**config.mk**
```make
export PLATFORM = sky130hd
export DESIGN_NAME = axis_scrambler_gen_flat
export DESIGN_NICKNAME = d
export VERILOG_FILES = /design/src/rtl/axis_scrambler_pkg.sv /design/src/rtl/axis_scrambler_gen_if.sv /design/src/rtl/axis_scrambler_gen_skid.sv /design/src/rtl/axis_scrambler_gen.sv /design/src/flat_wrapper.sv
export SDC_FILE = /design/constraint.sdc
export NUM_CORES = 1
export LEC_CHECK = 0
export ABC_AREA = 1
export BUFFER_PORTS_ARGS = -buffer_cell sky130_fd_sc_hd__buf_2
export CORE_UTILIZATION = 35
export CTS_CLUSTER_SIZE = 40
export DETAILED_ROUTE_END_ITERATION = 8
export GPL_ROUTABILITY_DRIVEN = 0
export HOLD_SLACK_MARGIN = 0.12
export PLACE_DENSITY = 0.59
export SYNTH_ARGS = -nofsm -noshare
export SYNTH_HDL_FRONTEND = slang
export SYNTH_SLANG_ARGS = --single-unit
```
**constraint.sdc**
```tcl
create_clock -name aclk -period 2 [get_ports aclk]
set_input_delay 0.1 -clock aclk [delete_from_list [all_inputs] [get_ports aclk]]
set_output_delay 0.1 -clock aclk [all_outputs]
set_load 0.01 [all_outputs]
```
**src/rtl/axis_scrambler_pkg.sv**
```systemverilog
// Shared types, mode codes and the word-wide LFSR step for axis_scrambler_gen.
package axis_scrambler_pkg;

  localparam int unsigned MAX_LEN   = 32;
  localparam int unsigned MAX_WIDTH = 128;

  localparam logic [1:0] MODE_ADDITIVE      = 2'd0;
  localparam logic [1:0] MODE_SELFSYNC_SCR  = 2'd1;
  localparam logic [1:0] MODE_SELFSYNC_DSCR = 2'd2;

  // Occupancy of the output register plus skid entry
  typedef enum logic [1:0] {
    OCC_EMPTY = 2'd0,
    OCC_ONE   = 2'd1,
    OCC_TWO   = 2'd2
  } occ_e;

  // Result of one word step: advanced state and the scrambled word
  typedef struct packed {
    logic [MAX_LEN-1:0]   state;
    logic [MAX_WIDTH-1:0] data;
  } lfsr_word_t;

  // Bit-serial recurrence unrolled over one word; bit 0 is first in time
  function automatic lfsr_word_t lfsr_step_word(
    input logic [MAX_LEN-1:0]   state,
    input logic [MAX_WIDTH-1:0] data,
    input logic [MAX_LEN-1:0]   taps,
    input logic [1:0]           mode,
    input int unsigned          width,
    input int unsigned          len
  );
    lfsr_word_t         res;
    logic [MAX_LEN-1:0] mask;
    logic [MAX_LEN-1:0] st;
    logic               fb;
    logic               ob;
    logic               sh;
    mask = '1;
    if (len < MAX_LEN) mask = (MAX_LEN'(1) << len) - MAX_LEN'(1);
    st  = state & mask;
    res = '0;
    for (int unsigned b = 0; b < MAX_WIDTH; b++) begin
      if (b < width) begin
        fb = ^(st & taps);
        ob = data[b] ^ fb;
        res.data[b] = ob;
        case (mode)
          MODE_SELFSYNC_SCR:  sh = ob;
          MODE_SELFSYNC_DSCR: sh = data[b];
          default:            sh = fb;
        endcase
        st = {st[MAX_LEN-2:0], sh} & mask;
      end
    end
    res.state = st;
    return res;
  endfunction

endpackage

```
**src/rtl/axis_scrambler_gen_if.sv**
```systemverilog
// AXI-Stream beat bundle used on both sides of the scrambler.
interface axis_scrambler_gen_if #(
  parameter int unsigned WIDTH = 24
) ();
  logic [WIDTH-1:0] tdata;
  logic             tvalid;
  logic             tready;
  logic             tlast;

  modport master (output tdata, output tvalid, output tlast, input tready);
  modport slave  (input tdata, input tvalid, input tlast, output tready);
endinterface

```
**src/rtl/axis_scrambler_gen_skid.sv**
```systemverilog
// Registered output stage with one skid entry; ready is a register that is
// high exactly when the skid entry is free.
module axis_skid_buffer
  import axis_scrambler_pkg::*;
#(
  parameter int unsigned WIDTH = 25
) (
  input  logic             clk,
  input  logic             rst_n,
  input  logic [WIDTH-1:0] in_data,
  input  logic             in_valid,
  output logic             in_ready,
  output logic [WIDTH-1:0] out_data,
  output logic             out_valid,
  input  logic             out_ready
);

  occ_e             occ_q, occ_d;
  logic [WIDTH-1:0] out_q, out_d;
  logic [WIDTH-1:0] skid_q, skid_d;
  logic             ready_q;
  logic             valid_q;
  logic             accept;
  logic             drain;

  // State and data registers; ready/valid are registered decodes of next occupancy
  always_ff @(posedge clk) begin
    if (!rst_n) begin
      occ_q   <= OCC_EMPTY;
      out_q   <= '0;
      skid_q  <= '0;
      ready_q <= 1'b0;
      valid_q <= 1'b0;
    end else begin
      occ_q   <= occ_d;
      out_q   <= out_d;
      skid_q  <= skid_d;
      ready_q <= (occ_d != OCC_TWO);
      valid_q <= (occ_d != OCC_EMPTY);
    end
  end

  // Occupancy transitions: fill output first, spill to skid under stall
  always_comb begin
    occ_d  = occ_q;
    out_d  = out_q;
    skid_d = skid_q;
    accept = in_valid && ready_q;
    drain  = valid_q && out_ready;
    case (occ_q)
      OCC_EMPTY: begin
        if (accept) begin
          out_d = in_data;
          occ_d = OCC_ONE;
        end
      end
      OCC_ONE: begin
        if (accept && drain) begin
          out_d = in_data;
        end else if (accept) begin
          skid_d = in_data;
          occ_d  = OCC_TWO;
        end else if (drain) begin
          occ_d = OCC_EMPTY;
        end
      end
      OCC_TWO: begin
        if (drain) begin
          out_d = skid_q;
          occ_d = OCC_ONE;
        end
      end
      default: occ_d = OCC_EMPTY;
    endcase
  end

  assign in_ready  = ready_q;
  assign out_valid = valid_q;
  assign out_data  = out_q;

endmodule

```
**src/rtl/axis_scrambler_gen.sv**
```systemverilog
// Generalised AXI-Stream scrambler/descrambler (additive or self-synchronising).
// Optional runtime seed port enabled by defining AXIS_SCRAMBLER_SEED_PORT_EN.
module axis_scrambler_gen
  import axis_scrambler_pkg::*;
#(
  parameter int unsigned         WIDTH        = 24,
  parameter int unsigned         LFSR_LEN     = 7,
  parameter logic [LFSR_LEN-1:0] TAPS         = 7'b1001000,
  parameter logic [LFSR_LEN-1:0] SEED         = 7'b1011101,
  parameter int unsigned         MODE         = 0,
  parameter int unsigned         FRAME_RELOAD = 1
) (
  input  logic                aclk,
  input  logic                aresetn,
`ifdef AXIS_SCRAMBLER_SEED_PORT_EN
  input  logic [LFSR_LEN-1:0] cfg_seed,
  input  logic                cfg_seed_load,
`endif
  axis_scrambler_gen_if.slave  s_axis,
  axis_scrambler_gen_if.master m_axis
);

  // Parameter sanity
  if (LFSR_LEN < 2 || LFSR_LEN > MAX_LEN) begin : g_err_len
    $error("axis_scrambler_gen: LFSR_LEN must be in 2..32");
  end
  if (TAPS == '0) begin : g_err_taps
    $error("axis_scrambler_gen: TAPS must be non-zero");
  end
  if (MODE > 2) begin : g_err_mode
    $error("axis_scrambler_gen: MODE must be 0, 1 or 2");
  end
  if (MODE == 0 && SEED == '0) begin : g_err_seed
    $error("axis_scrambler_gen: additive mode needs a non-zero SEED");
  end
  if (WIDTH < 1 || WIDTH > MAX_WIDTH) begin : g_err_width
    $error("axis_scrambler_gen: WIDTH out of supported range");
  end

  logic                accept;
  logic [LFSR_LEN-1:0] st_q, st_d;
  logic [LFSR_LEN-1:0] next_st;
  logic [LFSR_LEN-1:0] reload_seed;
  logic [WIDTH-1:0]    out_word;
  logic [WIDTH:0]      m_beat;
  lfsr_word_t          step;
  logic                unused_step;

  assign accept = s_axis.tvalid && s_axis.tready;

  // Whole-word recurrence from the current state
  assign step        = lfsr_step_word(MAX_LEN'(st_q), MAX_WIDTH'(s_axis.tdata), MAX_LEN'(TAPS),
                                      2'(MODE), WIDTH, LFSR_LEN);
  assign next_st     = step.state[LFSR_LEN-1:0];
  assign out_word    = step.data[WIDTH-1:0];
  assign unused_step = ^step;

`ifdef AXIS_SCRAMBLER_SEED_PORT_EN
  logic [LFSR_LEN-1:0] seed_q;

  // Last loaded runtime seed, used for frame reloads
  always_ff @(posedge aclk) begin
    if (!aresetn) begin
      seed_q <= SEED;
    end else if (cfg_seed_load) begin
      seed_q <= cfg_seed;
    end
  end

  assign reload_seed = seed_q;
`else
  assign reload_seed = SEED;
`endif

  // Next state: advance on accept, frame reload on tlast, runtime load wins
  always_comb begin
    st_d = st_q;
    if (accept) begin
      if (FRAME_RELOAD != 0 && s_axis.tlast) st_d = reload_seed;
      else                                   st_d = next_st;
    end
`ifdef AXIS_SCRAMBLER_SEED_PORT_EN
    if (cfg_seed_load) st_d = cfg_seed;
`endif
  end

  // LFSR state register
  always_ff @(posedge aclk) begin
    if (!aresetn) st_q <= SEED;
    else          st_q <= st_d;
  end

  axis_skid_buffer #(
    .WIDTH(WIDTH + 1)
  ) u_skid (
    .clk      (aclk),
    .rst_n    (aresetn),
    .in_data  ({s_axis.tlast, out_word}),
    .in_valid (s_axis.tvalid),
    .in_ready (s_axis.tready),
    .out_data (m_beat),
    .out_valid(m_axis.tvalid),
    .out_ready(m_axis.tready)
  );

  assign {m_axis.tlast, m_axis.tdata} = m_beat;

endmodule
```
**src/flat_wrapper.sv**
```systemverilog
// flat-port wrapper written by rule: the top's interface ports become plain ports
module axis_scrambler_gen_flat import axis_scrambler_pkg::*;
#(
  parameter int unsigned         WIDTH        = 24,
  parameter int unsigned         LFSR_LEN     = 7,
  parameter logic [LFSR_LEN-1:0] TAPS         = 7'b1001000,
  parameter logic [LFSR_LEN-1:0] SEED         = 7'b1011101,
  parameter int unsigned         MODE         = 0,
  parameter int unsigned         FRAME_RELOAD = 1
)
  (aclk, aresetn, s_axis_tdata, s_axis_tvalid, s_axis_tlast, s_axis_tready, m_axis_tdata, m_axis_tvalid, m_axis_tlast, m_axis_tready);
  axis_scrambler_gen_if #(.WIDTH(WIDTH)) s_axis_i ();
  axis_scrambler_gen_if #(.WIDTH(WIDTH)) m_axis_i ();
  input  logic aclk;
  input  logic aresetn;
  input wire logic [$bits(s_axis_i.tdata)-1:0] s_axis_tdata;
  input wire logic [$bits(s_axis_i.tvalid)-1:0] s_axis_tvalid;
  input wire logic [$bits(s_axis_i.tlast)-1:0] s_axis_tlast;
  output wire logic [$bits(s_axis_i.tready)-1:0] s_axis_tready;
  output wire logic [$bits(m_axis_i.tdata)-1:0] m_axis_tdata;
  output wire logic [$bits(m_axis_i.tvalid)-1:0] m_axis_tvalid;
  output wire logic [$bits(m_axis_i.tlast)-1:0] m_axis_tlast;
  input wire logic [$bits(m_axis_i.tready)-1:0] m_axis_tready;
  assign s_axis_i.tdata = s_axis_tdata;
  assign s_axis_i.tvalid = s_axis_tvalid;
  assign s_axis_i.tlast = s_axis_tlast;
  assign s_axis_tready = s_axis_i.tready;
  assign m_axis_tdata = m_axis_i.tdata;
  assign m_axis_tvalid = m_axis_i.tvalid;
  assign m_axis_tlast = m_axis_i.tlast;
  assign m_axis_i.tready = m_axis_tready;
  axis_scrambler_gen #(.WIDTH(WIDTH), .LFSR_LEN(LFSR_LEN), .TAPS(TAPS), .SEED(SEED), .MODE(MODE), .FRAME_RELOAD(FRAME_RELOAD)) u_core (.aclk(aclk), .aresetn(aresetn), .s_axis(s_axis_i), .m_axis(m_axis_i));
endmodule
```
==> flow_summary.yaml, run 1 <==
detailed_routing:
  routed_via_density: 4.92
  num_vias: 3058
  firstDrtPassIters: 7
  drt_iter0_drc: 115
  ant_nets: 0
  drt_wl_total_mm: 9.01
  avgRoutedWirePerCell_um: 14.5
  drc: 5
sta:
  fmax_ghz: 0.549
  rsz0062_at_grt: "false"
  finalCriticalPeriod_ns: 1.82
  worstMarginPinSlew_ns: 0.765
  setup_tns_ns: 0
  min_period_over_period_pct: 91.2
  clock_skew_ns: 0.00989
  final_max_slew_viol_count: 0
  setup_viol: 0
  finalHoldViolCount: 0
  maxSlewHeadroom_pct: 48.9
setup_path:
  max_stage_delay_ns: 0.36
  critPathSlowestCell: "dfxtp_4"
  path_max_fanout: 5
  crit_arrival_ns: 2.03
  startpoint: "u_core.st_q[3]$_SDFFE_PN1P_"
  path_cells: "inv_2 > nand2_1 > nand2_1 > nand2_1 > nand2_2 > inv_2 > nand2_4 > nand2_4 > nand2_2 > nand2_2 > nand2_2 > nand2_1 > o21ai_1 > o211ai_1"
  path_class: "reg -> reg"
  startpoint_type: "flip-flop"
  critical_path_required_ns: 2.21
  r2r_start: "u_core.st_q[3]$_SDFFE_PN1P_"
  end_kind: "flip-flop"
layout:
  multi_input_area_mm2: 0.00176
  drive_above_1_share_pct: 29.2
  layout.nets: 538
  fin_cells: 622
  design_area_mm2: 0.00409
  antenna_cells: 0
  synthToLayoutAreaGrowth_pct: 26.8
  fin_util_pct: 46.5
  fillers: 868
  register_area_mm2: 0.00123
cts:
  cts_tree: "done"
  clock-sinks: 61
  cts_buffer_depth: 2
  clkLatencyLatePin_ns: 0.34
  cts_buffers: 9
  clk_pin_slew_ns: 0.07
  cts_root_buf: "clkbuf_8"
  ctsHtreeMaxLevel: 3
grt:
  antenna_found_initial: 0
  first_global_vias: 3010
  grt_overflow: 0
  grt_max_degree: 28
  grt_pass1_wl_mm: 15.0
  grt_util_all_layers_pct: 20.2
worst_hold_path:
  hp-class: "in -> reg"
  min-delay-start: "s_axis_tdata[6]"
logic_synthesis:
  ys.flop_type: "dfxtp_1"
  ys_seq_area_share_pct: 37.8
  synth-seq-cells: 61
  ys_types: 29
  synth_edf_count: 0
  synth_nets: 464
  syn-cell-area_mm2: 0.00323
  postSynth.asyncResetShare_pct: 0
  synth_cells: 435
  ys_warn_count: 0
  synth.avg_cell_area_um2: 7.42
place:
  numPortBuffers: 55
  dp_cells: 587
  dp_hpwl_mm: 6.23
  postPlaceCellArea_mm2: 0.00364
floorplanning:
  die_h_um: 98.0
  die_w_um: 98.0
  dieArea_mm2: 0.00961
  ioPinCount: 56
  rows: 34
  initial_core_util_pct: 36.7
  core_area_mm2: 0.00881
status:
  violations: "DRC"
  status: "complete, but fails checks"
power_and_ir_drop:
  p_leak_nw: 2.00
  finalPower_mw: 3.74
  power_density_mw_per_mm2: 914
  ir_drop_uv: 399
job:
  cap_violations: 0
[critical path: cells and delay by family (launching register included)]
kind            cells  cell delay, ns
simple gates       10            0.89
compound gates      2            0.23
buf+inv             2            0.20
flops               1            0.36
[per-layer routing]
layer  routed length [um]  part of all wire (%)  track usage [%]
met4                   93                   1.0             8.39
met3                  532                   5.9             3.87
met1                 4390                    49             26.9
met2                 4000                    44             31.9
met5                    0                     0                0
[synth_stat cells (2+ instances only)]
| master | count | share of area, % |
|---|---|---|
| dfxtp_1 | 61 | 38 |
| nand2_1 | 59 | 6.9 |
| a21oi_1 | 49 | 7.6 |
| nor2_1 | 48 | 5.6 |
| o21ai_0 | 47 | 7.3 |
| inv_1 | 34 | 4.0 |
| nand2_2 | 18 | 3.5 |
| clkbuf_1 | 15 | 1.7 |
| nand3_1 | 15 | 2.3 |
| nand2_4 | 14 | 4.9 |
| xnor2_1 | 13 | 3.5 |
| inv_2 | 10 | 1.2 |
| nand3_2 | 10 | 3.1 |
| xor2_1 | 9 | 2.4 |
| o211ai_1 | 8 | 1.9 |
| buf_2 | 4 | 0.62 |
| o21ai_1 | 4 | 0.62 |
| nand3_4 | 3 | 1.6 |
| a21oi_2 | 2 | 0.54 |
| nor2_2 | 2 | 0.39 |
| xor2_2 | 2 | 1.0 |
[area by class of cell]
type                       count  share of cell area [%]
clock buffer                  10                    3.36
clock inverter                 6                    2.69
inverter                      47                    4.40
multi-input combinational    307                    42.9
sequential                    61                    30.0
tap                          108                    3.30
timing repair buffer          83                    13.3
[layout by cell type (no fill, tap or decap), types with 3 or more instances in the layout]
cell type | netlist | layout
a21oi_1 | 49 | 49
buf_2 | 4 | 55
buf_4 | 0 | 8
bufinv_16 | 0 | 3
clkbuf_8 | 0 | 10
dfxtp_1 | 61 | 57
dfxtp_2 | 0 | 3
dlygate4sd3_1 | 0 | 19
inv_1 | 34 | 33
inv_2 | 10 | 11
nand2_1 | 59 | 59
nand2_2 | 18 | 17
nand2_4 | 14 | 15
nand3_1 | 15 | 15
nand3_2 | 10 | 10
nand3_4 | 3 | 3
nor2_1 | 48 | 48
o211ai_1 | 8 | 8
o21ai_0 | 47 | 47
o21ai_1 | 4 | 3
xnor2_1 | 13 | 13
xor2_1 | 9 | 9
[registers in the layout, indices dropped and copies added, names as in the netlist]
register,flops
u_core.u_skid.out_valid,1
u_core.u_skid.skid_q,25
u_core.u_skid.occ_q,2
u_core.u_skid.in_ready,1
u_core.st_q,7
u_core.u_skid.out_data,25
[power breakdown]
part | leakage (nW) | internal, mW | switching [mW]
sequential | 0.497 | 1.30 | 0.0492
combinational | 1.39 | 0.392 | 0.647
clock | 0.119 | 0.859 | 0.496
total | 2.00 | 2.55 | 1.19
[worst paths after layout]
| path | to | slack (ns) | depth (start not counted) |
|---|---|---|---|
| setup / recovery | u_core.st_q[0]$_SDFFE_PN1P_ | 0.18 | 14 |
| hold / removal | u_core.u_skid.out_data[6]$_SDFFE_PN0P_ | 0.15 | 4 |
| setup reg to reg | u_core.st_q[0]$_SDFFE_PN1P_ | 0.18 | 14 |
| hold reg to reg | u_core.u_skid.out_data[20]$_SDFFE_PN0P_ | 0.47 | 2 |
[through the flow]
step / setup WS, ns / hold WS, ns
5_1_grt: 0.00122 / 0.138
6_report: 0.177 / 0.152
3_3_place_gp: 0.0551 / 0.411
3_5_place_dp: 0.0374 / 0.418
4_1_cts: 0.0530 / 0.137
2_1_floorplan: 0.385 / 0.235
[cells by family (layout without fill, tap and decap cells)]
logic type | after synthesis | count (layout) | synth area share [%]
xor+xnor | 24 | 24 | 6.98
flops | 61 | 61 | 37.8
buf+inv | 67 | 146 | 8.06
simple gates | 170 | 170 | 28.4
compound gates | 113 | 113 | 18.7
[what timing repair did]
| action | 4_1_cts | 5_1_grt |
|---|---|---|
| resized for setup | 0 | 8 |
| setup endpoints to repair | 0 | 9 |
| endpoints found under the hold margin | 31 | 0 |
| hold buffers | 19 | 0 |
| buffers inserted | 0 | 0 |
Note: power is estimated with default switching activity, not from simulation.
==> run 2, diff against run 1 <==
--- a/config.mk
+++ b/config.mk
@@ -11,8 +11,8 @@
 export CTS_CLUSTER_SIZE = 40
 export DETAILED_ROUTE_END_ITERATION = 8
 export GPL_ROUTABILITY_DRIVEN = 0
-export HOLD_SLACK_MARGIN = 0.12
 export PLACE_DENSITY = 0.59
+export RECOVER_POWER = 100
 export SYNTH_ARGS = -nofsm -noshare
 export SYNTH_HDL_FRONTEND = slang
 export SYNTH_SLANG_ARGS = --single-unit
==> run 2 against run 1 <==
Effect of this change: the flow still finishes with violations (DRC); sequential cell count unchanged; worst hold slack worse by 0.089 ns; sequential share of layout area is 2.0 points higher; largest cell class unchanged; utilization shrank 2.9 points; non-clock buffer count is 19 lower; critical path type unchanged; clock-buffer cell count unchanged; via count shrank 2.4%; clock power about the same; sequential power is essentially flat; worst setup slack worse by 0.0046 ns.
==> flow_summary.yaml, run 2 (synthesis results as in run 1) <==
floorplanning:
  initial_core_util_pct: 36.7
  core_area_mm2: 0.00881
  dieArea_mm2: 0.00961
  rows: 34
  die_h_um: 98.0
  ioPinCount: 56
  die_w_um: 98.0
power_and_ir_drop:
  ir_drop_uv: 398
  p_leak_nw: 1.81
  power_density_mw_per_mm2: 962
  finalPower_mw: 3.69
setup_path:
  path_cells: "inv_2 > nand2_2 > nand2_4 > clkinv_2 > nand2_2 > nand3_1 > nand2_4 > inv_4 > nand2_4 > nand2_4 > nand2_4 > nand2_4 > nand2_2 > nand3_1 > o211ai_1 > inv_2"
  path_max_fanout: 5
  critical_path_required_ns: 2.23
  path_class: "reg -> reg"
  crit_top_cell: "nand2_4"
  ff2ff_setup_slack_ns: 0.17
  r2r_start: "u_core.st_q[2]$_SDFFE_PN1P_"
  path_buf_inv: 4
  r2r-end: "u_core.u_skid.skid_q[21]$_SDFFE_PN0P_"
  startpoint: "u_core.st_q[2]$_SDFFE_PN1P_"
  critPathSlowestCell: "dfxtp_2"
  startpoint_type: "flip-flop"
  max_stage_delay_ns: 0.36
  reg2reg_depth: 16
  crit_family: "simple AND/OR/NAND/NOR gates"
  end_kind: "flip-flop"
  crit_arrival_ns: 2.06
cts:
  cts_buffers: 9
  cts_hold_buf: 0
  ctsHtreeMaxLevel: 3
  clock-sinks: 61
  cts_tree: "done"
  clk_pin_slew_ns: 0.07
  cts_root_buf: "clkbuf_8"
  clkLatencyLatePin_ns: 0.34
  cts_buffer_depth: 2
sta:
  min_period_over_period_pct: 91.4
  clock_skew_ns: 0.00822
  rsz0062_at_grt: "false"
  fmax_ghz: 0.547
  maxSlewHeadroom_pct: 49.8
  worstMarginPinSlew_ns: 0.752
  finalCriticalPeriod_ns: 1.83
  setup_tns_ns: 0
  setup_viol: 0
  finalHoldViolCount: 0
  final_max_slew_viol_count: 0
layout:
  multi_input_area_mm2: 0.00174
  final_cell_mix: "nand2_1 (60), dfxtp_1 (57), nor2_1 (50), a21oi_1 (49), o21ai_0 (48)"
  register_area_mm2: 0.00123
  drive_above_1_share_pct: 23.8
  fillers: 903
  antenna_cells: 0
  layout.nets: 519
  synthToLayoutAreaGrowth_pct: 18.9
  final_common_cell: "nand2_1"
grt:
  first_global_vias: 2931
  grt_overflow: 0
  grt_max_degree: 28
  grt_util_all_layers_pct: 20.0
  grt_pass1_wl_mm: 14.8
  antenna_found_initial: 0
detailed_routing:
  drt_wl_total_mm: 8.94
  routed_via_density: 4.95
  drc: 5
  avgRoutedWirePerCell_um: 14.8
  firstDrtPassIters: 7
  num_vias: 2986
  ant_nets: 0
  drt_iter0_drc: 154
place:
  dp_hpwl_mm: 6.23
  numPortBuffers: 55
worst_hold_path:
  hold_end: "u_core.u_skid.out_data[15]$_SDFFE_PN0P_"
  hp-class: "in -> reg"
  whs_path_depth: 4
  min-delay-start: "s_axis_tdata[15]"
job:
  cap_violations: 0
status:
  status: "complete, but fails checks"
  violations: "DRC"
-- run 2: worst max-delay path by stage --
stage,cells after the start,to,slack (ns)
3_3_place_gp,15,u_core.u_skid.out_data[23]$_SDFFE_PN0P_,0.06
3_5_place_dp,15,u_core.u_skid.out_data[23]$_SDFFE_PN0P_,0.04
5_1_grt,14,u_core.u_skid.out_data[20]$_SDFFE_PN0P_,0.001
4_1_cts,15,u_core.u_skid.out_data[23]$_SDFFE_PN0P_,0.05
2_1_floorplan,16,u_core.u_skid.skid_q[21]$_SDFFE_PN0P_,0.39
6_report,16,u_core.u_skid.skid_q[21]$_SDFFE_PN0P_,0.17
-- run 2: repair_timing --
action | CTS | global route
gates resized for setup | 0 | 8
setup buffers | 0 | 0
endpoints found under the setup margin | 0 | 9
-- run 2: area by class of cell --
| cell class | count | share of cell area (%) |
|---|---|---|
| clock buffer | 10 | 3.59 |
| sequential | 61 | 32.0 |
| timing repair buffer | 64 | 7.92 |
| tap | 108 | 3.52 |
| multi-input combinational | 307 | 45.4 |
| inverter | 47 | 4.69 |
| clock inverter | 6 | 2.87 |
-- run 2: tightest hold or removal path, delay by kind of cell --
family                 cells  cell delay, ns
buffers and inverters      1            0.09
AND/OR/NAND/NOR            1            0.05
AO/OA/AOI/OAI              1            0.05
XOR/XNOR                   1            0.07
-- run 2: through the flow --
step           worst slack, ns  instance area [um2]  utilization (%)  hold WS [ns]  instances
6_report                 0.172                 3840             43.6        0.0631        603
5_1_grt                0.00123                 3840             43.6        0.0566        603
4_1_cts                 0.0530                 3890             44.1        0.0472        603
3_5_place_dp            0.0374                 3640             41.3         0.418        587
3_3_place_gp            0.0551                 3640             41.3         0.411        587
2_1_floorplan            0.385                 3230                -         0.235        435
-- run 2: layer usage --
| metal | share of wire, % | track usage [%] |
|---|---|---|
| met5 | 0 | 0 |
| met4 | 1.7 | 8.39 |
| met3 | 5.9 | 4.08 |
| met2 | 44 | 31.2 |
| met1 | 48 | 26.7 |
-- run 2: where the power goes --
part | total [mW] | internal [mW] | switching, mW | leakage (nW)
clock | 1.36 | 0.859 | 0.499 | 0.119
sequential | 1.35 | 1.30 | 0.0507 | 0.497
combinational | 0.986 | 0.347 | 0.639 | 1.20
total | 3.69 | 2.50 | 1.19 | 1.81
==> run 3, diff against run 2 <==
--- a/config.mk
+++ b/config.mk
@@ -8,6 +8,7 @@
 export ABC_AREA = 1
 export BUFFER_PORTS_ARGS = -buffer_cell sky130_fd_sc_hd__buf_2
 export CORE_UTILIZATION = 35
+export CTS_BUF_LIST = sky130_fd_sc_hd__clkbuf_16
 export CTS_CLUSTER_SIZE = 40
 export DETAILED_ROUTE_END_ITERATION = 8
 export GPL_ROUTABILITY_DRIVEN = 0
==> run 3 against run 2 <==
Effect of this change: the flow still finishes with violations (DRC); routed wire length rose by 1.4%; clock power rose by 29%; power rose by 11%; sequential share of layout area fell by 0.84 points; sequential power barely moved; combinational power rose by 0.6%; non-clock buffer count did not move; worst setup slack got worse by 0.0096 ns; critical path depth fell by 2; clock-buffer cell count fell by 1; largest power group unchanged.
==> flow_summary.yaml, run 3 (synthesis results as in run 1) <==
setup_path:
  path_buf_inv: 2
  max_stage_delay_ns: 0.36
  reg2reg_depth: 14
  crit_family: "simple AND/OR/NAND/NOR gates"
  ff2ff_setup_slack_ns: 0.16
  crit_arrival_ns: 2.03
  path_cells: "inv_2 > nand2_1 > nand2_1 > nand2_1 > nand2_2 > inv_2 > nand2_4 > nand2_4 > nand2_2 > nand2_2 > nand2_2 > nand2_1 > o21ai_1 > o211ai_1"
  end_kind: "flip-flop"
  path_max_fanout: 5
  r2r_start: "u_core.st_q[3]$_SDFFE_PN1P_"
  r2r-end: "u_core.st_q[0]$_SDFFE_PN1P_"
  critPathSlowestCell: "dfxtp_4"
  path_class: "reg -> reg"
  critical_path_required_ns: 2.19
  startpoint_type: "flip-flop"
place:
  numPortBuffers: 55
  pre_cts_slack_ns: 0.0374
  postPlaceCellArea_mm2: 0.00364
  dp_hpwl_mm: 6.23
worst_hold_path:
  hold_end: "u_core.u_skid.skid_q[7]$_SDFFE_PN0P_"
  min-delay-start: "s_axis_tdata[7]"
  whs_path_depth: 3
  hp-class: "in -> reg"
grt:
  antenna_found_initial: 0
  first_global_vias: 2938
  grt_max_degree: 28
  grt_util_all_layers_pct: 20.3
  grt_overflow: 0
  grt_pass1_wl_mm: 15.0
power_and_ir_drop:
  ir_drop_uv: 448
  power_density_mw_per_mm2: 1040
  p_leak_nw: 1.86
  finalPower_mw: 4.10
cts:
  clkLatencyLatePin_ns: 0.33
  cts_buffer_depth: 2
  cts_root_buf: "clkbuf_16"
  cts_tree: "done"
  postCtsSetupBuffers: 0
  ctsHtreeMaxLevel: 3
  clk_pin_slew_ns: 0.05
  cts_buffers: 9
  clock-sinks: 61
detailed_routing:
  routed_via_density: 4.98
  drt_iter0_drc: 130
  firstDrtPassIters: 7
  avgRoutedWirePerCell_um: 15.0
  drt_wl_total_mm: 9.06
  drc: 5
  ant_nets: 0
  num_vias: 3004
status:
  status: "complete, but fails checks"
  violations: "DRC"
sta:
  setup_viol: 0
  finalHoldViolCount: 0
  fin_ws_ns: 0.163
  final_max_slew_viol_count: 0
  clock_skew_ns: 0.00623
  fmax_ghz: 0.544
  worstMarginPinSlew_ns: 0.776
  setup_tns_ns: 0
  min_period_over_period_pct: 91.9
  maxSlewHeadroom_pct: 48.2
  finalCriticalPeriod_ns: 1.84
  holdWs_ns: 0.0778
  rsz0062_at_grt: "false"
layout:
  final_cell_mix: "nand2_1 (61), dfxtp_1 (57), nor2_1 (50), a21oi_1 (49), o21ai_0 (48)"
  final_common_cell: "nand2_1"
  layout.nets: 519
  design_area_mm2: 0.00394
  fillers: 906
  antenna_cells: 0
  drive_above_1_share_pct: 23.4
  synthToLayoutAreaGrowth_pct: 22.1
floorplanning:
  die_w_um: 98.0
  rows: 34
  ioPinCount: 56
  core_area_mm2: 0.00881
  dieArea_mm2: 0.00961
  die_h_um: 98.0
  initial_core_util_pct: 36.7
job:
  cap_violations: 0
==> run 3: changes by cell type in the layout (fill, tap and decap cells not counted), sizes merged <==
cell    before  now
buf         34   35
clkbuf      40   38
clkinv       4    6
inv         44   43
==> run 3: layout make-up <==
type / count / area (um2) / share of cell area [%]
multi-input cells: 307 / 1750 / 44.3
clock buffers: 9 / 225 / 5.71
flip-flops and latches: 61 / 1230 / 31.2
repair buffers: 64 / 317 / 8.03
well taps: 108 / 135 / 3.43
inverters: 47 / 178 / 4.51
clock inverters: 7 / 114 / 2.89
==> run 3: per-layer routing <==
| metal | up-vias | global-route usage, % | wire length, um |
|---|---|---|---|
| met1 | 1375 | 26.9 | 4280 |
| met5 | - | 0 | 0 |
| met2 | 96 | 31.8 | 4100 |
| met3 | 13 | 5.15 | 568 |
| met4 | 0 | 7.23 | 114 |
| li1 | 1520 | - | - |
==> run 3: repair_timing <==
item / in CTS / in global routing
gates resized for setup: 0 / 8
hold buffers: 0 / 0
setup endpoints to repair: 0 / 8
==> run 3: worst register-to-register path: stages, from the launching register on <==
cell,delay (ns)
dfxtp_4,0.36
inv_2,0.12
nand2_1,0.08
nand2_1,0.13
nand2_1,0.08
nand2_2,0.12
inv_2,0.08
nand2_4,0.09
nand2_4,0.06
nand2_2,0.11
nand2_2,0.09
nand2_2,0.08
nand2_1,0.06
o21ai_1,0.14
o211ai_1,0.11
==> run 3: worst max path at each step <==
stage | start | cells after the start | slack [ns] | to
2_1_floorplan | u_core.st_q[2]$_SDFFE_PN1P_ | 16 | 0.39 | u_core.u_skid.skid_q[21]$_SDFFE_PN0P_
3_3_place_gp | u_core.st_q[0]$_SDFFE_PN1P_ | 15 | 0.06 | u_core.u_skid.out_data[23]$_SDFFE_PN0P_
3_5_place_dp | u_core.st_q[0]$_SDFFE_PN1P_ | 15 | 0.04 | u_core.u_skid.out_data[23]$_SDFFE_PN0P_
4_1_cts | u_core.st_q[3]$_SDFFE_PN1P_ | 15 | 0.05 | u_core.u_skid.out_data[23]$_SDFFE_PN0P_
5_1_grt | u_core.st_q[1]$_SDFFE_PN0P_ | 12 | 0.006 | u_core.u_skid.out_data[18]$_SDFFE_PN0P_
6_report | u_core.st_q[3]$_SDFFE_PN1P_ | 14 | 0.16 | u_core.st_q[0]$_SDFFE_PN1P_
==> run 3: per-stage QoR <==
| stage | utilization (%) | std cells |
|---|---|---|
| final | 44.8 | 603 |
| after global routing | 44.8 | 603 |
| after CTS | 45.2 | 603 |
| after detailed placement | 41.3 | 587 |
| after global placement | 41.3 | 587 |
| after floorplan | - | 435 |
==> run 3: power by group <==
group	internal, mW	total [mW]	switching [mW]
registers	1.30	1.35	0.0508
logic	0.351	0.992	0.641
clock network	1.21	1.76	0.547
